File: src/rtl/seq_addsub_n.sv
// -----------------------------------------------------------------------------
// seq_addsub_n
//
// Digit-serial adder/subtractor. An operation is started by load, then
// processes DIGIT bits per clock, LSB slice first, and completes
// N = WIDTH/DIGIT cycles after the load edge.
//
// Optional feature macro: SEQ_ADDSUB_OVF_EN
//   defined   -> ovf reports two's-complement signed overflow
//   undefined -> ovf is tied to 0 and no overflow logic is built
//   The port list is the same in both builds.
//
// Ports
//   clk   in   rising-edge clock
//   rst   in   asynchronous active-low reset
//   load  in   start request, sampled on the rising edge
//   mode  in   0 = A+B+cin, 1 = A-B-cin (cin is borrow-in)
//   A, B  in   WIDTH-bit operands, captured on an accepted load
//   cin   in   carry-in / borrow-in, captured on an accepted load
//   S     out  WIDTH-bit result, stable from done until the next accepted load
//   cout  out  carry out of the MSB (subtract: 1 = no borrow)
//   ovf   out  signed overflow of the completed operation
//   busy  out  high while an operation is in progress
//   done  out  one-cycle pulse when S/cout/ovf are final
//
// Handshake: load is a level request with no ready. It is accepted on any
// rising edge where the block is not running (IDLE or DONE); while running
// it is ignored. done pulses for exactly one cycle per accepted load.
// All outputs come straight from registers.
// -----------------------------------------------------------------------------
module seq_addsub_n #(
  parameter int WIDTH = 8,
  parameter int DIGIT = 1
) (
  input  logic             clk,
  input  logic             rst,
  input  logic             load,
  input  logic             mode,
  input  logic [WIDTH-1:0] A,
  input  logic [WIDTH-1:0] B,
  input  logic             cin,
  output logic [WIDTH-1:0] S,
  output logic             cout,
  output logic             ovf,
  output logic             busy,
  output logic             done
);

  localparam int N     = WIDTH / DIGIT;
  localparam int CNT_W = (N > 1) ? $clog2(N) : 1;
  localparam logic [CNT_W-1:0] LAST = CNT_W'(N - 1);

  typedef enum logic [1:0] {
    ST_IDLE = 2'd0,
    ST_RUN  = 2'd1,
    ST_DONE = 2'd2
  } state_e;

  // state_q is the observable FSM state for checkers
  state_e             state_q;
  logic [WIDTH-1:0]   a_q;
  logic [WIDTH-1:0]   b_q;
  logic               carry_q;
  logic [CNT_W-1:0]   cnt_q;
  logic [WIDTH-1:0]   s_q;
  logic               cout_q;
  logic               busy_q;
  logic               done_q;

  // Current slice selected by the slice counter; operands are never shifted,
  // so a_q/b_q keep the captured values for the whole operation.
  logic [DIGIT-1:0]   a_sl;
  logic [DIGIT-1:0]   b_sl;
  logic [DIGIT-1:0]   sum_d;
  logic               carry_d;

  assign a_sl = a_q[int'(cnt_q) * DIGIT +: DIGIT];
  assign b_sl = b_q[int'(cnt_q) * DIGIT +: DIGIT];
  assign {carry_d, sum_d} = {1'b0, a_sl} + {1'b0, b_sl} + {{DIGIT{1'b0}}, carry_q};

`ifdef SEQ_ADDSUB_OVF_EN
  logic ovf_q;
  logic msb_carry_in;
  // Carry into the top bit of the slice recovered from the sum bit itself.
  assign msb_carry_in = a_sl[DIGIT-1] ^ b_sl[DIGIT-1] ^ sum_d[DIGIT-1];
`endif

  always_ff @(posedge clk or negedge rst) begin
    if (!rst) begin
      state_q <= ST_IDLE;
      a_q     <= '0;
      b_q     <= '0;
      carry_q <= 1'b0;
      cnt_q   <= '0;
      s_q     <= '0;
      cout_q  <= 1'b0;
      busy_q  <= 1'b0;
      done_q  <= 1'b0;
`ifdef SEQ_ADDSUB_OVF_EN
      ovf_q   <= 1'b0;
`endif
    end else begin
      done_q <= 1'b0;
      if (state_q == ST_RUN) begin
        s_q[int'(cnt_q) * DIGIT +: DIGIT] <= sum_d;
        carry_q <= carry_d;
        if (cnt_q == LAST) begin
          state_q <= ST_DONE;
          busy_q  <= 1'b0;
          done_q  <= 1'b1;
          cnt_q   <= '0;
          cout_q  <= carry_d;
`ifdef SEQ_ADDSUB_OVF_EN
          ovf_q   <= msb_carry_in ^ carry_d;
`endif
        end else begin
          cnt_q <= cnt_q + CNT_W'(1);
        end
      end else if (load) begin
        // Subtract is A + ~B + ~cin, so borrow-in becomes an inverted carry-in.
        state_q <= ST_RUN;
        busy_q  <= 1'b1;
        a_q     <= A;
        b_q     <= mode ? ~B : B;
        carry_q <= mode ? ~cin : cin;
        cnt_q   <= '0;
      end else begin
        state_q <= ST_IDLE;
      end
    end
  end

  assign S    = s_q;
  assign cout = cout_q;
  assign busy = busy_q;
  assign done = done_q;
`ifdef SEQ_ADDSUB_OVF_EN
  assign ovf  = ovf_q;
`else
  assign ovf  = 1'b0;
`endif

endmodule

File: config.mk
export PLATFORM = sky130hd
export DESIGN_NAME = seq_addsub_n
export DESIGN_NICKNAME = d
export VERILOG_FILES = /design/src/rtl/seq_addsub_n.sv
export SDC_FILE = /design/constraint.sdc
export NUM_CORES = 1
export LEC_CHECK = 0
export ABC_AREA = 1
export BUFFER_PORTS_ARGS = -buffer_cell sky130_fd_sc_hd__buf_2
export CAP_MARGIN = 15
export CORE_MARGIN = 2
export CORE_UTILIZATION = 35
export CTS_BUF_LIST = sky130_fd_sc_hd__clkbuf_16
export DETAILED_ROUTE_END_ITERATION = 10
export GPL_ROUTABILITY_DRIVEN = 1
export PLACE_DENSITY_LB_ADDON = 0.2
export SLEW_MARGIN = 20
export SYNTH_ARGS = -nofsm -noshare
export SYNTH_HDL_FRONTEND = slang
export SYNTH_SLANG_ARGS = --single-unit
File: constraint.sdc
create_clock -name clk -period 4.8 [get_ports clk]
set_input_delay 0.24 -clock clk [delete_from_list [all_inputs] [get_ports clk]]
set_output_delay 0.24 -clock clk [all_outputs]
set_load 0.01 [all_outputs]
# Word level (Yosys, flattened, before mapping)
# Index checks and enable logic that the tools add are counted.
dict set report word_totals {
  rom_bits 0
  wordCells 43
  latch_bits 0
  ff_bits 33
  memories 0
  input_bits 21
  ramBits 0
}
dict set report classes {
  n_shift 4
  n_mul 0
  reduce_logical 4
  n_div 0
  n_eq_ne 3
  add_sub_neg 4
  muxes 16
  order_cmp 0
  bitwise_logic 3
}
# cell count
set ops {}
lappend ops {{$neg 3->33} 1}
lappend ops {{$shift 1x33->8 const A} 1}
lappend ops {{$shiftx 1x33->8} 1}
lappend ops {{$shiftx 8x4->1} 2}
lappend ops {{$mux 1} 9}
lappend ops {{$mux 3} 3}
lappend ops {{$bwmux 8} 1}
lappend ops {{$mux 8} 1}
lappend ops {{$not 8->8} 1}
lappend ops {{$reduce_and 2->1} 3}
lappend ops {{$mux 2} 2}
lappend ops {{$add 3x1->3 const B} 1}
lappend ops {{$eq 3x3->1 const B} 1}
lappend ops {{$add 1x1->2} 1}
lappend ops {{$add 2x1->2} 1}
lappend ops {{$eq 2x1->1 const B} 1}
lappend ops {{$ne 2x1->1 const B} 1}
lappend ops {{$not 1->1} 2}
lappend ops {{$reduce_bool 2->1} 1}

# Longest topological paths before layout
# Gate-level depths: netlist of the first run.
dict set report depth {
  word_depth 5
  ltp_mapped 14
}

# Worst setup path before layout of the first run
# Ideal clock, no wire load.
dict set report synth_timing {
  kind {register to register}
  from {reg cnt_q[0]}
  to {reg s_q[1] (netlist: S[1])}
  t_arrival_ns 1.989
  stages_incl_launch_ff 15
  slack_ns 2.735
  synth_period_minus_slack_ns 2.065
  cell_sequence {dfrtp_1 buf_6 nor2_1 nor2_1 o21ai_0 nand2_1 nand2_1 nand2_1 fa_1 inv_1 nor2_1 nand2_2 nor2_1 nand2_1 o21ai_1}
}
dict set report synth_between {
  elab_chain_len 5
}
# item line
set synth_lines {}
lappend synth_lines {{from (decl)} 64} ;# logic [CNT_W-1:0] cnt_q;
lappend synth_lines {{from (signal assigned)} 117} ;# cnt_q <= cnt_q + CNT_W'(1);
lappend synth_lines {{$shiftx 8x4->1, on equally long branches} {77, 78}}
lappend synth_lines {{$add 1x1->2} 79} ;# assign {carry_d, sum_d} = {1'b0, a_sl} + {1'b0, b_sl} + {{DIGIT{1'b0}}, carry_q};
lappend synth_lines {{$add 2x1->2} 79}
lappend synth_lines {{$shiftx 1x33->8} 105} ;# s_q[int'(cnt_q) * DIGIT +: DIGIT] <= sum_d;
lappend synth_lines {{$bwmux 8 *} 105}
lappend synth_lines {{to (signal, indexed assignment)} 105}
lappend synth_lines {{to (decl)} 65} ;# logic [WIDTH-1:0] s_q;
# Every way passes the cells marked *; elsewhere a longest branch is shown, timed or not.
# A chain may end at the register's enable or synchronous reset.

# Worst setup path in the final report of the first run
dict set report layout_timing {
  from {reg cnt_q[0]}
  to {reg s_q[5] (netlist: S[5])}
}
# The elaborated chain is that of the path after synthesis.

==> flow_metrics.env, run 1 <==
export IMPL_finalClockSkew_ns=0.005156
export IMPL_core_area_mm2=0.004755
export IMPL_mostFrequentLayoutCell="nand2_1"
export IMPL_final_cell_area_mm2=0.002068
export IMPL_rsz0062_at_grt="no"
export IMPL_critPathMaxFanout=15
export IMPL_postCtsHoldBufs=0
export IMPL_cts_clk_slew_worst_paths_ns=0.05
export IMPL_clk_latency_ns=0.27
export IMPL_cap_violations=0
export IMPL_viasPerCell=4.491
export IMPL_crit_top_cell="nand2_1"
export IMPL_drt_iter0_drc=58
export IMPL_cp_depth=12
export IMPL_grt_use_total=0.1468
export IMPL_cts_resized=0
export IMPL_p_comb_frac=0.460
export IMPL_finalPower_uw=1464
export IMPL_n_antenna_cell=0
export IMPL_finalCriticalPeriod_ns=2.525
export IMPL_ys_types=22
export IMPL_antenna_found_initial=0
export IMPL_nNetsFinal=278
export IMPL_cts_sinks=33
export IMPL_multi_input_area_um2=800.8
export IMPL_min_period_over_period=0.5260
export IMPL_crit_type="flop to flop"
export IMPL_place_area_mm2=0.001929
export IMPL_internal_power_uw=820.9
export IMPL_grt_max_degree=34
export IMPL_required_ns=5.00
export IMPL_syn_inst=220
export IMPL_hold_viol_final=0
export IMPL_powerDensity_mw_per_mm2=707.7
export IMPL_cpPeakStageDelay_ns=0.64
export IMPL_rows=25
export IMPL_routed_wl_mm=3.527
export IMPL_initial_core_util=0.3655
export IMPL_wl_per_cell_um=11.02
export IMPL_synth_nets=246
export IMPL_netlist_area_mm2=0.001738
export IMPL_drc=0
export IMPL_p_leak_uw=0.001080
export IMPL_die_area_mm2=0.005545
export IMPL_ys_seq_area_frac=0.4752
export IMPL_r2r_start="cnt_q[0]"
export IMPL_rr_worst_depth=12
export IMPL_outcome="finished, final reports clean"
export IMPL_yosys_register_bits=33
export IMPL_mostFrequentLayoutCells="76 x nand2_1, 33 x dfrtp_1, 31 x buf_2"
export IMPL_die_height_um=74.47
export IMPL_cts_setup_buffers=0
export IMPL_switching_share=0.4391
export IMPL_place_gp_congestion=0.8290
export IMPL_grt_pass1_wl_mm=6.175
export IMPL_hold_path_class="input pin to async pin"
export IMPL_grt_pass1_vias=1312
export IMPL_cts_root_buf="clkbuf_16"
export IMPL_drive_above_1_share=0.1937
export IMPL_ios=33
export IMPL_critPathArrivalTime_ns=2.72
export IMPL_hold_ws_ns=0.02843
export IMPL_final_util=0.4350
export IMPL_fillers=508
export IMPL_clockBufferDepth=2
export IMPL_numCtsBuffers=5
export IMPL_fin_setup_tns_ns=0
export IMPL_num_vias=1437
export IMPL_critPathLaunchType="flop"
export IMPL_drv_slew=0
export IMPL_clkPwrFrac=0.203
export IMPL_avgSynthCellArea_um2=7.900
export IMPL_end_kind="flop"
export IMPL_startpoint="cnt_q[0]"
export IMPL_fmax_ghz=0.3961
export IMPL_dp_hpwl_mm=2.526
export IMPL_p_sw_uw=642.8
export IMPL_yosys_warnings=0
export IMPL_syn_to_final_growth_pct=19.01
export IMPL_path_delay_family="simple AND/OR/NAND/NOR gates"
export IMPL_cp_num_buf_inv=2
export IMPL_die_x_um=74.47
export IMPL_irDropWorstVdd_uv=219.9
export IMPL_h_tree_depth=2
export IMPL_cts_tree="done"
export IMPL_final_seq_area_um2=825.8
export IMPL_cp_slowest_cell="dfrtp_1"
export IMPL_numPortBuffers=31
export IMPL_setup_viol=0
export IMPL_overflow=0
export IMPL_crit_chain="inv_2, o21ai_0, nand2_1, nand2_1, nand2_1, fa_1, inv_1, nor2_1, nand2_2, nor2_1, nand2_1, o21ai_1"
export IMPL_seqPwrFrac=0.336
export IMPL_tightest_slew_ns=0.7323
export IMPL_postRouteAntennaNets=0
export IMPL_maxSlewHeadroom=0.5118
export IMPL_drtPass1Iterations=4
## cell families after synthesis
logic type / synth area share
simple gates: 0.3074
fa+ha+maj: 0.04032
compound gates: 0.06552
other cells: 0.002158
buf+inv: 0.06407
xor+xnor: 0.04536
flops: 0.4752
## routing by layer
layer,vias up,wire length (µm),GRT usage
met3,5,152,0.04065
met1,634,1768,0.2032
met4,0,56,0.05952
li1,769,-,-
met5,-,0,0
met2,29,1550,0.2173
## worst paths after layout
path | endpoint | slack, ns
worst max-delay path | S[5] | 2.28
worst min-delay path | cout | 0.03
worst max register to register | S[5] | 2.28
worst min register to register | a_q[1] | 0.47
max in group asynchronous | b_q[4] | 4.30
min in group clk | a_q[0] | 0.15
## area by class of cell
type | instances | area share
clock buffer | 5 | 0.06050
sequential | 33 | 0.3993
tap | 67 | 0.04053
clock inverter | 3 | 0.006655
timing repair buffer | 31 | 0.07502
multi-input combinational | 164 | 0.3872
inverter | 17 | 0.03085
## registers in the layout, summed over array words and instances (netlist names)
register,count
a_q,8
carry_q,1
cnt_q,3
b_q,8
state_q,2
busy,1
done,1
S,8
cout,1
## cells in the mapped netlist (all sizes together)
master	n	area (µm²)
ha	4	50.05
nand3	11	55.05
inv	17	63.81
nor3	1	5.000
fa	1	20.02
dfrtp	33	825.8
o21ai	20	100.1
buf	6	47.54
xnor2	9	78.83
nand2	81	321.5
o211ai	1	7.510
nand4	7	43.79
o22ai	1	6.260
nor2	27	108.9
conb	1	3.750
## worst reg2reg max path, delay by kind of cell (launching register included)
family	cells	cell delay (ns)
AND/OR/NAND/NOR	7	0.71
flip-flops	1	0.64
adder cells (fa/ha/maj)	1	0.50
AO/OA/AOI/OAI	2	0.33
buffers and inverters	2	0.28
## stage by stage
stage               cells  worst slack, ns
floorplan             220            2.735
global placement      312            2.377
detailed placement    312            2.316
CTS                   320            2.285
global route          320            1.926
finish                320            2.275
## power groups by stage
stage               Combinational [µW]  Sequential [µW]  Clock [µW]
floorplan                          528              484           0
global placement                   672              497           0
detailed placement                 677              497           0
CTS                                681              495         306
global route                       791              512         325
finish                             674              492         298
Power figures use the tool's default switching activity.
==> run 2: changes to the inputs <==
clock period = 2.5 ns   (was 4.8 ns; I/O delays follow)
==> flow_metrics.env, run 2 (same netlist as run 1, synthesis figures left out) <==
export IMPL_finalCriticalPeriod_ns=2.132
export IMPL_nNetsFinal=281
export IMPL_syn_to_final_growth_pct=20.16
export IMPL_hold_viol_final=0
export IMPL_mostFrequentLayoutCells="76 x nand2_1, 32 x dfrtp_1, 31 x buf_2"
export IMPL_initial_core_util=0.3655
export IMPL_fin_setup_tns_ns=0
export IMPL_grt_pass1_wl_mm=6.382
export IMPL_end_kind="flop"
export IMPL_core_area_mm2=0.004755
export IMPL_critPathArrivalTime_ns=2.33
export IMPL_ios=33
export IMPL_crit_top_cell="nand2_1"
export IMPL_finalClockSkew_ns=0.003011
export IMPL_setup_viol=0
export IMPL_numCtsBuffers=5
export IMPL_clockBufferDepth=2
export IMPL_min_path_cells=3
export IMPL_critPathMaxFanout=15
export IMPL_powerDensity_mw_per_mm2=1355
export IMPL_routed_wl_mm=3.506
export IMPL_critPathLaunchType="flop"
export IMPL_required_ns=2.70
export IMPL_num_vias=1419
export IMPL_cts_root_buf="clkbuf_16"
export IMPL_clk_latency_ns=0.27
export IMPL_dp_slack_ns=0.1955
export IMPL_maxSlewHeadroom=0.5040
export IMPL_drtPass1Iterations=4
export IMPL_hold_start="A[1]"
export IMPL_crit_type="flop to flop"
export IMPL_drt_iter0_drc=43
export IMPL_dp_hpwl_mm=2.580
export IMPL_grt_max_degree=34
export IMPL_cts_sinks=33
export IMPL_h_tree_depth=2
export IMPL_r2r_start="cnt_q[0]"
export IMPL_r2r_end="S[1]"
export IMPL_drc=0
export IMPL_place_gp_congestion=0.8086
export IMPL_rows=25
export IMPL_cap_violations=0
export IMPL_path_delay_family="simple AND/OR/NAND/NOR gates"
export IMPL_grt_use_total=0.1514
export IMPL_antenna_found_initial=0
export IMPL_postRouteAntennaNets=0
export IMPL_p_leak_uw=0.001083
export IMPL_grt_pass1_vias=1452
export IMPL_rsz0062_at_grt="no"
export IMPL_numPortBuffers=31
export IMPL_die_x_um=74.47
export IMPL_cp_num_buf_inv=2
export IMPL_rr_worst_depth=12
export IMPL_hold_path_class="input pin to flop"
export IMPL_tightest_slew_ns=0.7441
export IMPL_cp_slowest_cell="fa_1"
export IMPL_finalNonFillerCells=321
export IMPL_ff2ff_setup_slack_ns=0.37
export IMPL_outcome="finished, final reports clean"
export IMPL_hold_ws_ns=0.04096
export IMPL_final_critical_path_setup_slack_ns=0.3683
export IMPL_wl_per_cell_um=10.92
export IMPL_fmax_ghz=0.4691
export IMPL_crit_chain="inv_2, o21ai_0, nand2_1, nand2_1, nand2_1, fa_1, inv_1, nor2_2, nand2_2, nor2_1, nand2_1, o21ai_1"
export IMPL_cts_tree="done"
export IMPL_cpPeakStageDelay_ns=0.50
export IMPL_viasPerCell=4.421
export IMPL_hold_end="a_q[1]"
export IMPL_die_height_um=74.47
export IMPL_die_area_mm2=0.005545
export IMPL_mostFrequentLayoutCell="nand2_1"
export IMPL_finalPower_uw=2829
export IMPL_overflow=0
export IMPL_irDropWorstVdd_uv=455.7
export IMPL_cts_clk_slew_worst_paths_ns=0.05
export IMPL_drv_slew=0
export IMPL_n_antenna_cell=0
export IMPL_min_period_over_period=0.8527
export IMPL_drive_above_1_share=0.2047
export IMPL_placed_cells=314
## run 2: how the worst max path moves through the flow
| stage | from | end | slack, ns | cells after the start |
|---|---|---|---|---|
| floorplan | cnt_q[0] | S[1] | 0.44 | 14 |
| detailed placement | cnt_q[0] | S[1] | 0.20 | 12 |
| global route | cnt_q[0] | S[1] | 0.07 | 12 |
| finish | cnt_q[0] | S[1] | 0.37 | 12 |
| global placement | cnt_q[0] | S[1] | 0.26 | 12 |
| CTS | cnt_q[0] | S[1] | 0.18 | 12 |
## run 2: power breakdown
part,total (µW),switching [µW],internal [µW]
clock,556,201,355
sequential,930,159,771
combinational,1340,870,473
## run 2: routing by layer
layer  vias to the layer above  GRT usage  wire length [µm]  part of all wire
met4                         0    0.05952                64             0.018
li1                        763          -                 -                 -
met1                       623     0.1934              1741              0.50
met3                         6    0.04472               149             0.042
met2                        27     0.2419              1550              0.44
met5                         -          0                 0                 0
## run 2: area by class of cell
cell class	instances	area [µm²]
Clock buffer	5	125.1
Clock inverter	1	5.005
Fill cell	536	2666
Inverter	17	63.81
Multi-Input combinational cell	164	803.3
Sequential cell	33	827.0
Tap cell	67	83.83
Timing Repair Buffer	34	180.2
## run 2: stage by stage
stage / utilization / area, µm²
finish: 0.4392 / 2088
floorplan: - / 1738
global placement: 0.4089 / 1944
CTS: 0.4384 / 2085
global route: 0.4392 / 2088
detailed placement: 0.4089 / 1944
## run 2: tightest hold or removal path, cell delays in order
cell and delay, ns:
buf_2 0.07, nand2_1 0.04, nand2_1 0.04
## run 2: repair_timing
item                                    4_1_cts  5_1_grt
endpoints found under the setup margin        0        7
buffers inserted                              0        0
hold buffers                                  1        0
resized for setup                             0        2
hold endpoints to repair                     33        0
